===== config.mk =====
export PLATFORM = sky130hd
export DESIGN_NAME = sprite_rom_arbiter_flat
export DESIGN_NICKNAME = d
export VERILOG_FILES = /design/src/rtl/sprite_rom_arbiter_if.sv /design/src/rtl/sprite_rom_arbiter.sv /design/src/flat_wrapper.sv
export SDC_FILE = /design/constraint.sdc
export NUM_CORES = 1
export LEC_CHECK = 0
export ABC_AREA = 1
export CORE_ASPECT_RATIO = 0.9
export CORE_MARGIN = 4
export CORE_UTILIZATION = 40
export CTS_CLUSTER_DIAMETER = 40
export DETAILED_ROUTE_END_ITERATION = 10
export GPL_ROUTABILITY_DRIVEN = 0
export PLACE_DENSITY = 0.85
export SYNTH_ARGS = -nofsm -noshare
export SYNTH_HDL_FRONTEND = slang
export SYNTH_SLANG_ARGS = --single-unit

===== constraint.sdc =====
create_clock -name Clk -period 3.65 [get_ports Clk]
set_input_delay 0.5475 -clock Clk [delete_from_list [all_inputs] [get_ports Clk]]
set_output_delay 0.5475 -clock Clk [all_outputs]
set_load 0.01 [all_outputs]

===== src/rtl/sprite_rom_arbiter_if.sv =====
// Bus between the pixel-layer requesters, the shared sprite ROM and the
// response consumer. The arbiter sits on the slave side; address generators,
// the ROM model and the colour mapper sit on the master side.
interface sprite_rom_arbiter_if #(
    parameter int N_REQ  = 4,
    parameter int ADDR_W = 18,
    parameter int DATA_W = 4,
    parameter int ID_W   = $clog2(N_REQ)
);
    logic [N_REQ-1:0]        req;
    logic [N_REQ*ADDR_W-1:0] req_addr;
    logic [N_REQ-1:0]        gnt;
    logic                    rom_en;
    logic [ADDR_W-1:0]       rom_addr;
    logic [DATA_W-1:0]       rom_rdata;
    logic                    rsp_valid;
    logic [ID_W-1:0]         rsp_id;
    logic [DATA_W-1:0]       rsp_data;

    modport master (
        output req, req_addr, rom_rdata,
        input  gnt, rom_en, rom_addr, rsp_valid, rsp_id, rsp_data
    );

    modport slave (
        input  req, req_addr, rom_rdata,
        output gnt, rom_en, rom_addr, rsp_valid, rsp_id, rsp_data
    );
endinterface


===== src/rtl/sprite_rom_arbiter.sv =====
// Round-robin arbiter sharing one synchronous sprite/palette ROM port among
// several pixel layers. One grant per cycle, combinational grant, ROM data
// returned tagged with the requester id ROM_LAT+1 cycles after the grant.
module sprite_rom_arbiter #(
    parameter int N_REQ   = 4,
    parameter int ADDR_W  = 18,
    parameter int DATA_W  = 4,
    parameter int ROM_LAT = 1
) (
    input  logic                 Clk,
    input  logic                 Reset_n,
    input  logic                 frame_start,
    sprite_rom_arbiter_if.slave  bus
);
    localparam int ID_W = $clog2(N_REQ);
    typedef logic [ID_W-1:0] id_t;

    id_t  rr_ptr;
    id_t  win_id;
    logic win_vld;
    int   idx;

    // In-flight ROM reads: valid travels with the requester id
    logic vld_p [ROM_LAT];
    id_t  id_p  [ROM_LAT];

    // Scan requesters starting at rr_ptr (wrapping); first asserted one wins.
    // Reset gates every grant so nothing reaches the ROM while held in reset.
    always_comb begin
        win_vld = 1'b0;
        win_id  = '0;
        idx     = 0;
        for (int k = 0; k < N_REQ; k++) begin
            idx = int'(rr_ptr) + k;
            if (idx >= N_REQ) begin
                idx = idx - N_REQ;
            end
            if (Reset_n && !win_vld && bus.req[idx]) begin
                win_vld = 1'b1;
                win_id  = id_t'(idx);
            end
        end
    end

    // One-hot grant and ROM address mux; address is zero when idle.
    always_comb begin
        bus.gnt      = '0;
        bus.rom_addr = '0;
        if (win_vld) begin
            bus.gnt[win_id] = 1'b1;
            bus.rom_addr    = bus.req_addr[win_id*ADDR_W +: ADDR_W];
        end
    end

    assign bus.rom_en = win_vld;

    // Pointer moves past the winner; frame_start re-seeds it to requester 0.
    always_ff @(posedge Clk or negedge Reset_n) begin
        if (!Reset_n) begin
            rr_ptr <= '0;
        end else if (frame_start) begin
            rr_ptr <= '0;
        end else if (win_vld) begin
            rr_ptr <= (win_id == id_t'(N_REQ - 1)) ? id_t'(0) : id_t'(win_id + 1'b1);
        end
    end

    // Valid bits of the in-flight pipeline; reset drops outstanding reads.
    always_ff @(posedge Clk or negedge Reset_n) begin
        if (!Reset_n) begin
            for (int s = 0; s < ROM_LAT; s++) begin
                vld_p[s] <= 1'b0;
            end
        end else begin
            vld_p[0] <= win_vld;
            for (int s = 1; s < ROM_LAT; s++) begin
                vld_p[s] <= vld_p[s-1];
            end
        end
    end

    // Requester ids ride alongside the valid bits; only meaningful when valid.
    always_ff @(posedge Clk) begin
        id_p[0] <= win_id;
        for (int s = 1; s < ROM_LAT; s++) begin
            id_p[s] <= id_p[s-1];
        end
    end

    // Response register: capture ROM data at the last stage, hold otherwise.
    always_ff @(posedge Clk or negedge Reset_n) begin
        if (!Reset_n) begin
            bus.rsp_valid <= 1'b0;
            bus.rsp_id    <= '0;
            bus.rsp_data  <= '0;
        end else begin
            bus.rsp_valid <= vld_p[ROM_LAT-1];
            if (vld_p[ROM_LAT-1]) begin
                bus.rsp_id   <= id_p[ROM_LAT-1];
                bus.rsp_data <= bus.rom_rdata;
            end
        end
    end
endmodule


===== src/flat_wrapper.sv =====
// flat-port wrapper written by rule: the top's interface ports become plain ports
module sprite_rom_arbiter_flat 
#(
    parameter int N_REQ   = 4,
    parameter int ADDR_W  = 18,
    parameter int DATA_W  = 4,
    parameter int ROM_LAT = 1
)
  (Clk, Reset_n, frame_start, bus_req, bus_req_addr, bus_rom_rdata, bus_gnt, bus_rom_en, bus_rom_addr, bus_rsp_valid, bus_rsp_id, bus_rsp_data);
  sprite_rom_arbiter_if #(.N_REQ(N_REQ), .ADDR_W(ADDR_W), .DATA_W(DATA_W)) bus_i ();
  input  logic Clk;
  input  logic Reset_n;
  input  logic frame_start;
  input wire logic [$bits(bus_i.req)-1:0] bus_req;
  input wire logic [$bits(bus_i.req_addr)-1:0] bus_req_addr;
  input wire logic [$bits(bus_i.rom_rdata)-1:0] bus_rom_rdata;
  output wire logic [$bits(bus_i.gnt)-1:0] bus_gnt;
  output wire logic [$bits(bus_i.rom_en)-1:0] bus_rom_en;
  output wire logic [$bits(bus_i.rom_addr)-1:0] bus_rom_addr;
  output wire logic [$bits(bus_i.rsp_valid)-1:0] bus_rsp_valid;
  output wire logic [$bits(bus_i.rsp_id)-1:0] bus_rsp_id;
  output wire logic [$bits(bus_i.rsp_data)-1:0] bus_rsp_data;
  assign bus_i.req = bus_req;
  assign bus_i.req_addr = bus_req_addr;
  assign bus_i.rom_rdata = bus_rom_rdata;
  assign bus_gnt = bus_i.gnt;
  assign bus_rom_en = bus_i.rom_en;
  assign bus_rom_addr = bus_i.rom_addr;
  assign bus_rsp_valid = bus_i.rsp_valid;
  assign bus_rsp_id = bus_i.rsp_id;
  assign bus_rsp_data = bus_i.rsp_data;
  sprite_rom_arbiter #(.N_REQ(N_REQ), .ADDR_W(ADDR_W), .DATA_W(DATA_W), .ROM_LAT(ROM_LAT)) u_core (.Clk(Clk), .Reset_n(Reset_n), .frame_start(frame_start), .bus(bus_i));
endmodule

==> results of run 1 <==
-- power breakdown --
part	switching [µW]	internal, µW	total [µW]
Combinational	1350	1220	2570
Clock	45.9	95.0	141
Sequential	65.8	197	262
-- cells by family (layout without fill, tap and decap cells) --
| family | after synthesis | count (layout) |
|---|---|---|
| fa+ha+maj | 2 | 2 |
| simple gates | 163 | 163 |
| buf+inv | 68 | 182 |
| compound gates | 33 | 33 |
| flops | 12 | 12 |
| mux | 6 | 6 |
-- Yosys cell counts, drive strengths merged --
library cell / n / area share (%)
ha: 2 / 1.4
nand2: 91 / 22
nor3: 2 / 0.84
dfrtp: 10 / 14
a21oi: 10 / 4.7
nand3: 54 / 21
nand4: 2 / 1.9
nor2: 14 / 3.5
o21ai: 23 / 6.8
clkbuf: 1 / 0.21
buf: 14 / 6.4
inv: 53 / 12
mux2: 6 / 3.8
dfxtp: 2 / 2.2
-- registers in the layout (all words and copies together), names as in the netlist --
register / flops
u_core.bus.rsp_data: 4
u_core.bus.rsp_id: 2
u_core.id_p: 2
u_core.rr_ptr: 2
u_core.bus.rsp_valid: 1
u_core.vld_p: 1
-- metal layers --
| metal | up-vias | GRT usage (%) | part of all wire [%] |
|---|---|---|---|
| met5 | - | 0 | 0 |
| met4 | 0 | 4.47 | 1.3 |
| met3 | 8 | 6.41 | 9.4 |
| met2 | 85 | 36.4 | 50 |
| met1 | 970 | 20.8 | 39 |
| li1 | 1117 | - | - |
-- worst max-delay path, delay by kind of cell --
| kind | cells | cell delay [ns] |
|---|---|---|
| simple gates | 11 | 1.08 |
| compound gates | 1 | 0.08 |
| buf+inv | 3 | 1.21 |
-- what timing repair did --
action / 4_1_cts / 5_1_grt
buffers inserted: 0 / 4
endpoints found under the setup margin: 0 / 20
resized for setup: 0 / 13
-- final timing paths --
path | end | slack [ns] | depth (start not counted)
setup reg to reg | u_core.rr_ptr[1]$_DFFE_PN0P_ | 1.34 | 15
setup / recovery | bus_rom_addr[7] | 0.17 | 15
hold / removal | u_core.bus.rsp_id[0]$_DFFE_PN0P_ | 0.47 | 1
min in group asynchronous | u_core.bus.rsp_data[3]$_DFFE_PN0P_ | 0.53 | 2
max in group asynchronous | u_core.vld_p$_DFF_PN0_ | 2.98 | 2
hold reg to reg | u_core.bus.rsp_id[0]$_DFFE_PN0P_ | 0.47 | 1
-- stage by stage --
step,setup WS [ns],utilization (%)
after detailed placement,0.0843,70.0
final,0.175,73.0
after CTS,0.0733,71.3
after global placement,0.124,70.0
after global routing,-0.00976,73.0
after floorplan,1.29,-
-- layout make-up --
type / count / area [µm²]
timing repair buffer: 125 / 1260
sequential: 12 / 290
fill: 366 / 1140
clock buffer: 4 / 55.1
tap: 60 / 75.1
inverter: 53 / 211
multi-input combinational: 204 / 1180
==> results.md, run 1 <==
- Number of CTS-inserted buffers: 3
- Category of the most critical setup path: input port to output port
- Max Clk Rate: 288 MHz
- Clock tree from TritonCTS: built
- Number of DRC violations after detailed-routing iteration 0: 76
- Nets: 484
- DR vias/cell: 4.76
- Final setup vio count: 0
- Crit share post-route: 95.2%
- Portion of the post-synthesis area used by sequential elements: 16.2%
- Vert. Die Dim: 71.5 µm
- Overall routing resource usage: 19.3%
- Startpoint of the most critical setup path: bus_req[3]
- Worst path cell trace: clkdlybuf4s50_1 > nand2_1 > nand2_1 > nand2_1 > nand2_1 > nand4_2 > nand2_4 > nand2_4 > nand2_2 > buf_8 > nand2_1 > nand2_1 > nand2_1 > o21ai_1 > clkdlybuf4s50_1
- Initial Util: 42.5%
- Num Clock Sinks: 12
- Dominant combinational cell family by area after synthesis: simple AND/OR/NAND/NOR gates
- Xor-xnor portion of the synthesized cell area: 0%
- Worst IR drop on VDD: 0.000634 V
- Global-route wire length before repair: 9.00 mm
- Leakage power: 0.00156 µW
- Insertion delay to the later sink of the worst-skew pair: 0.24 ns
- Max_cap viols: 0
- Via count of the first global-routing pass: 2110
- Drt wl/cell: 12.4 µm
- DRT antenna net count: 0
- Largest fanout on the critical path: 23
- Nature of the critical path endpoint: output port
- Number of standard-cell rows in the floorplan: 22
- Final HPWL DP: 4.72 mm
- Hold slack final: 0.468 ns
- Count of different cell masters after synthesis: 29
- Count of final max-slew check failures: 0
- Worst relative slew slack: 74.2%
- H-tree lvl count: 1
- Area after detailed placement: 0.00295 mm²
- Initial antenna violation count: 0
- Number of hold buffers added after cts: 0
- Synth warn: 0
- Data arrival time of the critical path: 2.93 ns
- Critical Path RT: 3.10 ns
- Top Ports: 113
- Fin area: 0.00307 mm²
- Grt ovf: 0
- Chip width: 78.5 µm
- Most frequent cells in the layout: sky130_fd_sc_hd__clkdlybuf4s50_1, sky130_fd_sc_hd__nand2_1, sky130_fd_sc_hd__inv_1
- Slowest stage cell, crit path: sky130_fd_sc_hd__clkdlybuf4s50_1
- Buffer depth of the longest clock path: 2
- Power Total: 2970 µW
- Router iterations before antenna repair: 4
- Clock input transition at the sequential cells of the worst setup and hold paths: 0.05 ns
- Pwr per Cell Area: 967 mW/mm²
- Number of buffers inserted by port buffering: 112
- CTS Root Cell: sky130_fd_sc_hd__clkbuf_8
- Final Skew: 0.00284 ns
- DR vias: 2180
- Compound-cell area share of the yosys netlist: 11.5%
- Total Neg Setup Slack: 0 ns
- Register bit total from synthesis: 12
- Most common cell after layout, fill and taps aside: sky130_fd_sc_hd__clkdlybuf4s50_1
- Synth Area in Adders: 1.40%
- Post-synthesis share of cell area spent on and, or, nand and nor gates: 48.8%
- Synth Cell Area: 0.00179 mm²
- Syn nets: 369
- Share of synthesized area spent on multiplexers: 3.77%
- Placed cell count: 450
- Startpoint of the most critical register-to-register path: u_core.rr_ptr[0]$_DFFE_PN0P_
- Core footprint: 0.00421 mm²
- Startpoint of the lowest-slack hold path: u_core.id_p[0][0]$_DFF_P_
- Routed wire length: 5.68 mm
- Share of final-layout standard cells stronger than drive strength 1: 19.3%
- Status: finished clean
- Syn-to-layout area delta: 71.6%
- Count of antenna diodes in the layout: 0
- Final Hold Vio Count: 0
- Shortest period the worst path allows: 3.48 ns
- Post-synthesis instance total: 284
- Stage delay of the slowest cell on the critical path: 0.55 ns
- Pin count of the biggest net entering global routing: 24
- Worst hold path type: flip-flop to flip-flop
- Tightest Pin Transition: 0.387 ns
- Critical path startpoint category: input port
- Final std cells w/o fill: 458
- Total DRC errors in the routed layout: 0
- DIE AREA: 0.00561 mm²
- Syn Area/Cell: 6.30 µm²
- Most repeated library cell on the critical path: sky130_fd_sc_hd__nand2_1
Note: power is estimated with default switching activity, not from simulation.
==> inputs of run 2 (changes only) <==
--- a/config.mk
+++ b/config.mk
@@ -6,8 +6,7 @@
 export NUM_CORES = 1
 export LEC_CHECK = 0
 export ABC_AREA = 1
-export CORE_ASPECT_RATIO = 0.9
-export CORE_MARGIN = 4
+export CORE_ASPECT_RATIO = 2
 export CORE_UTILIZATION = 40
 export CTS_CLUSTER_DIAMETER = 40
 export DETAILED_ROUTE_END_ITERATION = 10
==> run 2 against run 1 <==
Utilization is 3.3 points lower. Global-route usage is 5.1 points higher. First-iteration DRC count is 67% lower. Routed wire length is 1.9% lower. Final area is 1.7% lower. Critical endpoint is now bus_rom_addr[6].
==> results.md, run 2 (synthesis results as in run 1) <==
- Status: finished clean
- Crit share post-route: 94.7% (-0.56 points)
- Number of CTS-inserted buffers: 3 (unchanged)
- Routed wire length: 5.57 mm (-1.9%)
- Global-route wire length before repair: 9.32 mm (+3.5%)
- Max_cap viols: 0 (unchanged)
- Final setup vio count: 0 (unchanged)
- CTS Root Cell: sky130_fd_sc_hd__clkbuf_8
- Most common cell after layout, fill and taps aside: sky130_fd_sc_hd__clkdlybuf4s50_1
- H-tree lvl count: 1 (unchanged)
- Total DRC errors in the routed layout: 0 (unchanged)
- Pwr per Cell Area: 977 mW/mm² (+1.0%)
- Total Neg Setup Slack: 0 ns (unchanged)
- Worst hold path type: flip-flop to flip-flop
- Fraction of the core area covered by cells at the end of the flow: 69.6% (-3.3 points)
- DR vias: 2217 (+1.7%)
- DIE AREA: 0.00476 mm² (-15%)
- Count of antenna diodes in the layout: 0 (unchanged)
- Count of final max-slew check failures: 0 (unchanged)
- Tightest Pin Transition: 0.409 ns (+0.0221 ns)
- Register with the highest flop count: u_core.bus.rsp_data
- Pin count of the biggest net entering global routing: 22 (-8.3%)
- Vert. Die Dim: 96.6 µm (+35%)
- Critical Path RT: 3.10 ns (about the same)
- Most frequent cells in the layout: sky130_fd_sc_hd__clkdlybuf4s50_1, sky130_fd_sc_hd__nand2_1, sky130_fd_sc_hd__inv_1
- Flip-flop count of the largest register, all copies and words added: 4 (unchanged)
- Clock input transition at the sequential cells of the worst setup and hold paths: 0.05 ns (about the same)
- Share of final-layout standard cells stronger than drive strength 1: 19.0% (-0.36 points)
- DRT antenna net count: 0 (unchanged)
- Top Ports: 113 (unchanged)
- Via count of the first global-routing pass: 2164 (+2.6%)
- Power Total: 2950 µW (-0.66%)
- Largest fanout on the critical path: 7 (-70%)
- Chip width: 49.3 µm (-37%)
- Drt wl/cell: 12.4 µm (about the same)
- Worst relative slew slack: 72.6% (-1.6 points)
- Router iterations before antenna repair: 4 (unchanged)
- Grt ovf: 0 (unchanged)
- Shortest period the worst path allows: 3.46 ns (-0.0203 ns)
- Nets: 481 (-0.62%)
- Nature of the critical path endpoint: output port
- Number of DRC violations after detailed-routing iteration 0: 25 (-67%)
- Insertion delay to the later sink of the worst-skew pair: 0.24 ns (about the same)
- Final Hold Vio Count: 0 (unchanged)
- Worst IR drop on VDD: 0.000718 V (+13%)
- Core footprint: 0.00434 mm² (+3.0%)
- Final HPWL DP: 4.67 mm (-1.2%)
- Critical path startpoint category: input port
- DR vias/cell: 4.94 (+3.7%)
- Clock tree from TritonCTS: built
- Number of hold buffers added after cts: 0 (unchanged)
- Num Clock Sinks: 12 (unchanged)
- Number of standard-cell rows in the floorplan: 34 (+55%)
- Final Skew: 0.00518 ns (+0.00234 ns)
- Initial Util: 41.3% (-1.3 points)
- Syn-to-layout area delta: 68.8%
- Initial antenna violation count: 0 (unchanged)
- Met3 usage in global routing: 4.72% (-1.7 points)
- Met2 Track Usage GR: 47.1% (+11 points)
- Overall routing resource usage: 24.5% (+5.1 points)
- Leakage power: 0.00150 µW (-3.8%)
- Layer with the highest usage: met2
- Setup repair after global routing missed its margin: false
- Global-route met1 utilization: 22.9% (+2.1 points)
- Buffer depth of the longest clock path: 2 (unchanged)
- Number of buffers inserted by port buffering: 112 (unchanged)
- Data arrival time of the critical path: 2.91 ns (-0.02 ns)
- Max Clk Rate: 289 MHz (+0.59%)
- Category of the most critical setup path: input port to output port
run 2: cell types whose count changed in the layout (fill, tap and decap cells not counted), sizes merged:
| cell | previous run | this run |
|---|---|---|
| buf | 13 | 10 |
| clkdlybuf4s50 | 108 | 111 |
| dlymetal6s2s | 4 | 1 |
run 2: routing by layer:
metal	wire [µm]	share of wire, %
met5	0	0
met4	199	3.6
met1	1840	33
met2	3260	58
met3	277	5.0
run 2: critical path: stages:
cell and delay, ns:
sky130_fd_sc_hd__clkdlybuf4s50_1 0.44, sky130_fd_sc_hd__inv_1 0.07, sky130_fd_sc_hd__nand2_1 0.04, sky130_fd_sc_hd__nand2_1 0.11, sky130_fd_sc_hd__nand2_2 0.09, sky130_fd_sc_hd__nand2_4 0.11
sky130_fd_sc_hd__nand4_4 0.11, sky130_fd_sc_hd__nor2_4 0.15, sky130_fd_sc_hd__nand2_1 0.12, sky130_fd_sc_hd__nand2_4 0.13, sky130_fd_sc_hd__buf_4 0.16, sky130_fd_sc_hd__nand3_1 0.10
sky130_fd_sc_hd__a21oi_2 0.17, sky130_fd_sc_hd__clkdlybuf4s50_1 0.56
run 2: path summary, 6_finish.rpt:
kind / from / depth (start not counted) / slack (ns) / to
setup / recovery: bus_req[2] / 14 / 0.19 / bus_rom_addr[6]
hold / removal: u_core.id_p[0][1]$_DFF_P_ / 1 / 0.46 / u_core.bus.rsp_id[1]$_DFFE_PN0P_
setup reg to reg: u_core.rr_ptr[0]$_DFFE_PN0P_ / 15 / 1.29 / u_core.rr_ptr[1]$_DFFE_PN0P_
hold reg to reg: u_core.id_p[0][1]$_DFF_P_ / 1 / 0.46 / u_core.bus.rsp_id[1]$_DFFE_PN0P_
max in group asynchronous: Reset_n / 2 / 2.98 / u_core.bus.rsp_data[2]$_DFFE_PN0P_
min in group asynchronous: Reset_n / 2 / 0.53 / u_core.rr_ptr[0]$_DFFE_PN0P_
run 2: timing repair:
| action | in CTS | in global routing |
|---|---|---|
| setup buffers | 0 | 1 |
| endpoints found under the setup margin | 0 | 20 |
| gates resized for setup | 0 | 10 |
run 2: report_power, final:
group | internal (µW) | switching [µW]
logic | 1180 | 1360
clock network | 95.3 | 49.4
registers | 197 | 69.1
total | 1470 | 1480
run 2: final cells by class:
| cell class | count | area, µm² |
|---|---|---|
| Fill cell | 382 | 1320 |
| Timing Repair Buffer | 122 | 1210 |
| Multi-Input combinational cell | 204 | 1190 |
| Sequential cell | 12 | 290 |
| Inverter | 53 | 211 |
| Tap cell | 54 | 67.6 |
| Clock buffer | 4 | 55.1 |
run 2: stage by stage:
step,instances,setup slack (ns),hold slack (ns),area [µm²]
final,449,0.195,0.463,3020
after floorplan,284,1.29,0.252,1790
after CTS,448,0.0953,0.465,2980
after global routing,449,0.00430,0.473,3020
after detailed placement,444,0.101,0.453,2930
after global placement,444,0.142,0.442,2930
==> inputs of run 3 (changes only) <==
--- a/config.mk
+++ b/config.mk
@@ -8,6 +8,7 @@
 export ABC_AREA = 1
 export CORE_ASPECT_RATIO = 2
 export CORE_UTILIZATION = 40
+export CTS_BUF_LIST = sky130_fd_sc_hd__clkbuf_16
 export CTS_CLUSTER_DIAMETER = 40
 export DETAILED_ROUTE_END_ITERATION = 10
 export GPL_ROUTABILITY_DRIVEN = 0
==> run 3 against run 2 <==
Cell count unchanged. Utilization increased by 0.49 points. Largest power group unchanged. Global-route usage increased by 0.15 points. Setup slack improved by 0.0083 ns.
==> results.md, run 3 (synthesis results as in run 1) <==
- Max_cap viols: 0 (unchanged)
- Overall routing resource usage: 24.6% (+0.15 points)
- Largest fanout on the critical path: 19 (+12)
- DR vias: 2209 (-0.36%)
- Count of final max-slew check failures: 0 (unchanged)
- Final setup vio count: 0 (unchanged)
- Leakage power: 0.00151 µW (+0.67%)
- Router iterations before antenna repair: 4 (unchanged)
- Pint: 1520 µW (+3.3%)
- Grt ovf: 0 (unchanged)
- Category of the most critical setup path: input port to output port
- Number of DRC violations after detailed-routing iteration 0: 22 (-12%)
- Number of buffers inserted by port buffering: 112 (unchanged)
- Data arrival time of the critical path: 2.90 ns (about the same)
- Vert. Die Dim: 96.6 µm (unchanged)
- Total DRC errors in the routed layout: 0 (unchanged)
- Part of the power in combinational logic: 84.3% (-1.8 points)
- Initial antenna violation count: 0 (unchanged)
- Number of standard-cell rows in the floorplan: 34 (unchanged)
- Tightest Pin Transition: 0.384 ns (-0.0249 ns)
- DRT antenna net count: 0 (unchanged)
- Placed cell count: 444 (unchanged)
- Global-route wire length before repair: 9.36 mm (+0.52%)
- Global-route met1 utilization: 22.4% (-0.51 points)
- Filler cells: 372 (-2.6%)
- Chip width: 49.3 µm (unchanged)
- Fraction of the core area covered by cells at the end of the flow: 70.1% (+0.49 points)
- Shortest period the worst path allows: 3.45 ns (-0.00826 ns)
- Net switching component of the power: 1490 µW (+0.37%)
- Share of final-layout standard cells stronger than drive strength 1: 18.5% (-0.51 points)
- Insertion delay to the later sink of the worst-skew pair: 0.24 ns (about the same)
- Most common cell after layout, fill and taps aside: sky130_fd_sc_hd__clkdlybuf4s50_1
- Clock input transition at the sequential cells of the worst setup and hold paths: 0.04 ns (about the same)
- Crit share post-route: 94.4% (-0.23 points)
- Critical Path RT: 3.10 ns (about the same)
- Worst IR drop on VDD: 0.000758 V (+5.6%)
- Critical path startpoint category: input port
- Layer with the highest usage: met2
- Top Ports: 113 (unchanged)
- Count of antenna diodes in the layout: 0 (unchanged)
- DIE AREA: 0.00476 mm² (unchanged)
- Num Clock Sinks: 12 (unchanged)
- Via count of the first global-routing pass: 2197 (+1.5%)
- Syn-to-layout area delta: 70.0%
- Pwr per Cell Area: 988 mW/mm² (+1.1%)
- Status: finished clean
- Register with the highest flop count: u_core.bus.rsp_data
- Number of CTS-inserted buffers: 3 (unchanged)
- Most frequent cells in the layout: sky130_fd_sc_hd__clkdlybuf4s50_1, sky130_fd_sc_hd__nand2_1, sky130_fd_sc_hd__inv_1
- Buffer depth of the longest clock path: 2 (unchanged)
- Pin count of the biggest net entering global routing: 22 (unchanged)
- Drt wl/cell: 12.4 µm (about the same)
- Final std cells w/o fill: 449 (unchanged)
- Met3 usage in global routing: 5.35% (+0.63 points)
- CTS Root Cell: sky130_fd_sc_hd__clkbuf_16
- Routed wire length: 5.57 mm (about the same)
- Number of hold buffers added after cts: 0 (unchanged)
- Worst relative slew slack: 74.2% (+1.7 points)
- Net switching share of the total power: 49.4% (-0.72 points)
- Nature of the critical path endpoint: output port
- Nets: 481 (unchanged)
- Clock network fraction of design power: 6.8% (+1.9 points)
- Clock tree from TritonCTS: built
- Flip-flop count of the largest register, all copies and words added: 4 (unchanged)
- DR vias/cell: 4.92 (-0.36%)
- Met2 Track Usage GR: 47.3% (+0.21 points)
- H-tree lvl count: 1 (unchanged)
- Final HPWL DP: 4.67 mm (unchanged)
- Worst hold path type: flip-flop to flip-flop
- Final Hold Vio Count: 0 (unchanged)
- Initial Util: 41.3% (unchanged)
- Max Clk Rate: 290 MHz (+0.24%)
- Core footprint: 0.00434 mm² (unchanged)
- Final Skew: 0.000652 ns (-0.00453 ns)
- Share of power burned in registers: 8.9% (about the same)
run 3: changes by cell type in the layout (fill, tap and decap cells not counted):
cell / change
sky130_fd_sc_hd__clkbuf_8: -4
sky130_fd_sc_hd__clkbuf_16: +3
sky130_fd_sc_hd__clkinv_1: +1
sky130_fd_sc_hd__nand2_1: +1
sky130_fd_sc_hd__nand2_2: -1
run 3: cell type report:
class	count	area [µm²]	share of cell area, %
timing repair buffer	122	1210	39.8
clock buffer	3	75.1	2.47
inverter	53	211	6.95
multi-input combinational	204	1180	38.9
clock inverter	1	3.75	0.123
tap	54	67.6	2.22
sequential	12	290	9.54
run 3: final timing paths:
path                                               from                            endpoint  depth (start not counted)  slack [ns]
setup / recovery                             bus_req[2]                     bus_rom_addr[6]                         14        0.20
hold / removal                u_core.id_p[0][1]$_DFF_P_    u_core.bus.rsp_id[1]$_DFFE_PN0P_                          1        0.46
setup reg to reg           u_core.rr_ptr[0]$_DFFE_PN0P_        u_core.rr_ptr[1]$_DFFE_PN0P_                         15        1.32
hold reg to reg               u_core.id_p[0][1]$_DFF_P_    u_core.bus.rsp_id[1]$_DFFE_PN0P_                          1        0.46
max in group asynchronous                       Reset_n  u_core.bus.rsp_data[2]$_DFFE_PN0P_                          2        2.97
min in group asynchronous                       Reset_n        u_core.rr_ptr[0]$_DFFE_PN0P_                          2        0.53
run 3: power groups by stage:
stage	Combinational (µW)	Clock [µW]	Sequential (µW)
after floorplan	1590	0	240
after global placement	2430	0	262
after detailed placement	2470	0	269
after CTS	2490	204	268
after global routing	2760	212	278
final	2540	203	268
run 3: critical path, stage by stage:
cell                              delay (ns)
sky130_fd_sc_hd__clkdlybuf4s50_1        0.44
sky130_fd_sc_hd__inv_1                  0.07
sky130_fd_sc_hd__nand2_1                0.04
sky130_fd_sc_hd__nand2_1                0.11
sky130_fd_sc_hd__nand2_2                0.09
sky130_fd_sc_hd__nand2_4                0.11
sky130_fd_sc_hd__nand4_2                0.12
sky130_fd_sc_hd__nand2_4                0.17
sky130_fd_sc_hd__nand2_4                0.06
sky130_fd_sc_hd__buf_4                  0.21
sky130_fd_sc_hd__nand3_1                0.10
sky130_fd_sc_hd__nand3_1                0.10
sky130_fd_sc_hd__a21oi_2                0.17
sky130_fd_sc_hd__clkdlybuf4s50_1        0.56
run 3: layer usage:
layer / part of all wire [%] / wire length [µm] / vias up
met1: 33 / 1860 / 996
met3: 5.3 / 295 / 17
met2: 58 / 3210 / 83
met5: 0 / 0 / -
met4: 3.7 / 208 / 0
li1: - / - / 1113
run 3: through the flow:
stage | setup TNS (ns) | worst slack [ns] | instance area [µm²] | total power, µW | hold slack (ns)
final | 0 | 0.203 | 3040 | 3010 | 0.464
after global placement | 0 | 0.142 | 2930 | 2690 | 0.442
after CTS | 0 | 0.0953 | 3010 | 2960 | 0.463
after detailed placement | 0 | 0.101 | 2930 | 2740 | 0.453
after floorplan | 0 | 1.29 | 1790 | 1830 | 0.252
after global routing | -0.0000329 | -0.0000329 | 3040 | 3250 | 0.470
run 3: repair_timing:
| action | CTS | global route |
|---|---|---|
| setup endpoints to repair | 0 | 20 |
| setup buffers | 0 | 1 |
| gates resized for setup | 0 | 9 |
